`src/rtl/data_mem_mux.sv`:
```
// Write-back select register: picks the ALU result or memory read data
// and presents it one clock later on out.
module data_mem_mux #(
   parameter int WIDTH = 4
) (
   input  logic             clock,
   input  logic             reset,
   input  logic [WIDTH-1:0] aluResult,
   input  logic [WIDTH-1:0] readData,
   input  logic             MemtoReg,
   output logic [WIDTH-1:0] out
);

   logic [WIDTH-1:0] out_d;
   logic [WIDTH-1:0] out_q;

   // Reset wins over the select; both are only seen at the clock edge.
   always_comb begin
      out_d = out_q;
      if (reset) begin
         out_d = '0;
      end else if (MemtoReg) begin
         out_d = readData;
      end else begin
         out_d = aluResult;
      end
   end

   always_ff @(posedge clock) begin
      out_q <= out_d;
   end

   assign out = out_q;

endmodule

```
`config.mk`:
```
export PLATFORM = sky130hd
export DESIGN_NAME = data_mem_mux
export DESIGN_NICKNAME = d
export VERILOG_FILES = /design/src/rtl/data_mem_mux.sv
export SDC_FILE = /design/constraint.sdc
export NUM_CORES = 1
export LEC_CHECK = 0
export CAP_MARGIN = 5
export CORE_AREA = 2 2 39 41
export DETAILED_ROUTE_END_ITERATION = 16
export DIE_AREA = 0 0 41 43
export RECOVER_POWER = 100
export SYNTH_ARGS = -nofsm -noshare
export SYNTH_HDL_FRONTEND = slang
export SYNTH_SLANG_ARGS = --single-unit
```
`constraint.sdc`:
```
create_clock -name clock -period 1 [get_ports clock]
set_input_delay 0.25 -clock clock [delete_from_list [all_inputs] [get_ports clock]]
set_output_delay 0.25 -clock clock [all_outputs]
set_load 0.05 [all_outputs]
```
==> summary.md, run 1 <==
| Metric | Value |
|---|---|
| WP data required | 0.75 ns |
| Synth warn | 0 |
| Max FFs per register | 4 |
| Post-synthesis area per instance | 10.8 um2 |
| Ys flop type | dfxtp_1 |
| Starting Density | 10.1% |
| Final WS setup | 0.0265 ns |
| Area grow syn2layout | 157% |
| Post-Synth XOR/XNOR Area | 0% |
| Cts hold-fix bufs | 0 |
| Post-route ant nets | 0 |
| Top cell type by total area after synthesis | dfxtp_1 |
| Routability cong. | 0.591 |
| Router iterations before antenna repair | 4 |
| Sequential share of the synthesized area | 57.1% |
| Max IR drop VDD | 0.201 mV |
| Vias in the first global route | 175 |
| Hold Crit Start | MemtoReg |
| Achievable Freq | 1030 MHz |
| Max_slew headroom | 83.2% |
| Crit Path Class | reg -> out |
| Maximum buffer depth of the clock tree | 2 |
| Largest net degree at the start of global routing | 5 |
| Mapped Cells | 13 |
| Number of antenna violations at the first check in global routing | 0 |
| Cell area after layout | 360 um2 |
| # IOs | 15 |
| Setup Viol. Count Final | 0 |
| Worst Setup End Kind | output pin |
| Largest family of logic cells by synthesized area | multiplexers |
| TritonCTS clock tree | done |
| Mux cell area share after synthesis | 28.6% |
| Buf/Inv on CP | 1 |
| Synthesized cell area | 140 um2 |
| Syn Nets | 24 |
| Setup repair bufs after CTS | 0 |
| Inserted Diodes | 0 |
| Die area | 1760 um2 |
| Vias | 154 |
| Clk sinks | 4 |
| Final Hold Viols | 0 |
| Slowest CP cell | dfxtp_1 |
| # rows | 14 |
| Worst Hold Path EP | out[2] |
| Crit path largest cell delay | 0.35 ns |
| Compound-Gate Fraction of Synth Area | 0% |
| Seq cells post-synth | 4 |
| Share of the synthesized area in the top cell type | 57.1% |
| Worst Path Arrival | 0.72 ns |
| Synth Area in Adders | 0% |
| Worst Tran Pin Value | 0.252 ns |
| Gr usage total | 5.52% |
| Simple-Gate Fraction of Synth Area | 10.7% |
| Post_cts resized | 0 |
| Maximum fanout along the worst path | 1 |
| First-pass GRT wire length | 545 um |
| Routed WL | 374 um |
| Total congestion overflow | 0 |
| Layout net count | 42 |
| Via density | 3.42 |
| Die width | 41 um |
| H-tree depth | 1 |
| Die Ht | 43 um |
| # DRC | 0 |
| Num CTS Buffers | 3 |
| Share of layout cells above drive strength 1 | 24.1% |
| Synth top area cells | dfxtp_1, mux2i_1, nor2_1, clkbuf_2 |
| Hold Path Class | in -> reg |
| Core box area | 1380 um2 |
| Final period util | 97.4% |
| Post-synth EDFFs | 0 |
| Routed len/inst | 8.31 um |
| Final slew viol count | 0 |
| Clock root cell | clkbuf_4 |
| CP top delay family | flip-flops |
| Setup TNS | 0 ns |
| Min-Delay Path Depth | 3 |
| Max-cap violations | 0 |
| Leakage | 0.163 nW |
| Worst path cell trace | buf_12 |
| Synth async-reset ratio | 0% |
| PwrDens | 1420 nW/um2 |
| Synth unique cells | 4 |
| Post-DP Area | 335 um2 |
| DR iter-0 viols | 3 |
| RSZ-0062 raised after global routing | false |
| IO Port Bufs | 14 |
| FILL cells | 149 |
| Pre-CTS setup slack | -0.245 ns |
| CTS clock-pin slew for the worst setup and hold paths | 0.04 ns |
| Period minus WS final | 0.974 ns |
| Status | finished clean |
| Post-synth top cells | dfxtp_1, mux2i_1, nor2_1 |
| Detail Placement HPWL | 311 um |
| Startpoint Class | register |
[kinds of logic (layout without fill, tap and decap cells)]
kind of cell  after synthesis  in the layout
flops                       4              4
simple gates                4              4
mux                         4              4
buf+inv                     1             17
[how the worst max path moves through the flow]
stage | start | depth (start not counted) | end | slack [ns]
after floorplan | out[0] | 0 | out[0] | 0.16
after global placement | MemtoReg | 3 | out[3] | -0.22
after detailed placement | MemtoReg | 3 | out[3] | -0.24
after CTS | MemtoReg | 3 | out[3] | 0.003
after global routing | out[2] | 1 | out[2] | 0.006
final | out[2] | 1 | out[2] | 0.03
[layout make-up]
| cell class | count | area (um2) | share of cell area, % |
|---|---|---|---|
| well taps | 16 | 20.0 | 5.56 |
| clock buffers | 3 | 22.5 | 6.25 |
| repair buffers | 14 | 183 | 50.7 |
| flip-flops and latches | 4 | 80.1 | 22.2 |
| multi-input cells | 8 | 55.1 | 15.3 |
[through the flow]
step                instances  utilization, %  power [W]  hold WS (ns)
finish                     45            26.0   0.000511         0.451
global route               45            26.0   0.000533         0.493
CTS                        45            25.9   0.000528         0.619
detailed placement         42            24.2   0.000323         0.699
global placement           42            24.2   0.000322         0.698
floorplan                  13               -   0.000233         0.322
[power by group]
part	switching [W]	total [W]	internal, W
logic	0.0000564	0.000135	0.0000789
clock network	0.0000623	0.000196	0.000134
registers	0.00000837	0.000180	0.000172
[layer usage]
metal / global-route usage (%) / share of wire, %
met5: 0 / 0
met2: 9.38 / 75
met3: 0 / 4.5
met4: 12.0 / 0
met1: 2.24 / 20
[cell usage in the layout (no fill, tap or decap)]
master and n:
nor2_1 4, clkbuf_4 3, mux2i_1 4, dfxtp_1 4
dlygate4sd3_1 4, dlymetal6s2s_1 1, buf_12 4, clkdlybuf4s50_1 5
No activity file was read; power rests on OpenSTA's default activity.
==> run 2, diff against run 1 <==
--- a/config.mk
+++ b/config.mk
@@ -7,6 +7,7 @@
 export LEC_CHECK = 0
 export CAP_MARGIN = 5
 export CORE_AREA = 2 2 39 41
+export CTS_CLUSTER_DIAMETER = 40
 export DETAILED_ROUTE_END_ITERATION = 16
 export DIE_AREA = 0 0 41 43
 export RECOVER_POWER = 100
==> results of run 2 <==
The final DEF is identical to that of run 1; final timing and power are the same.
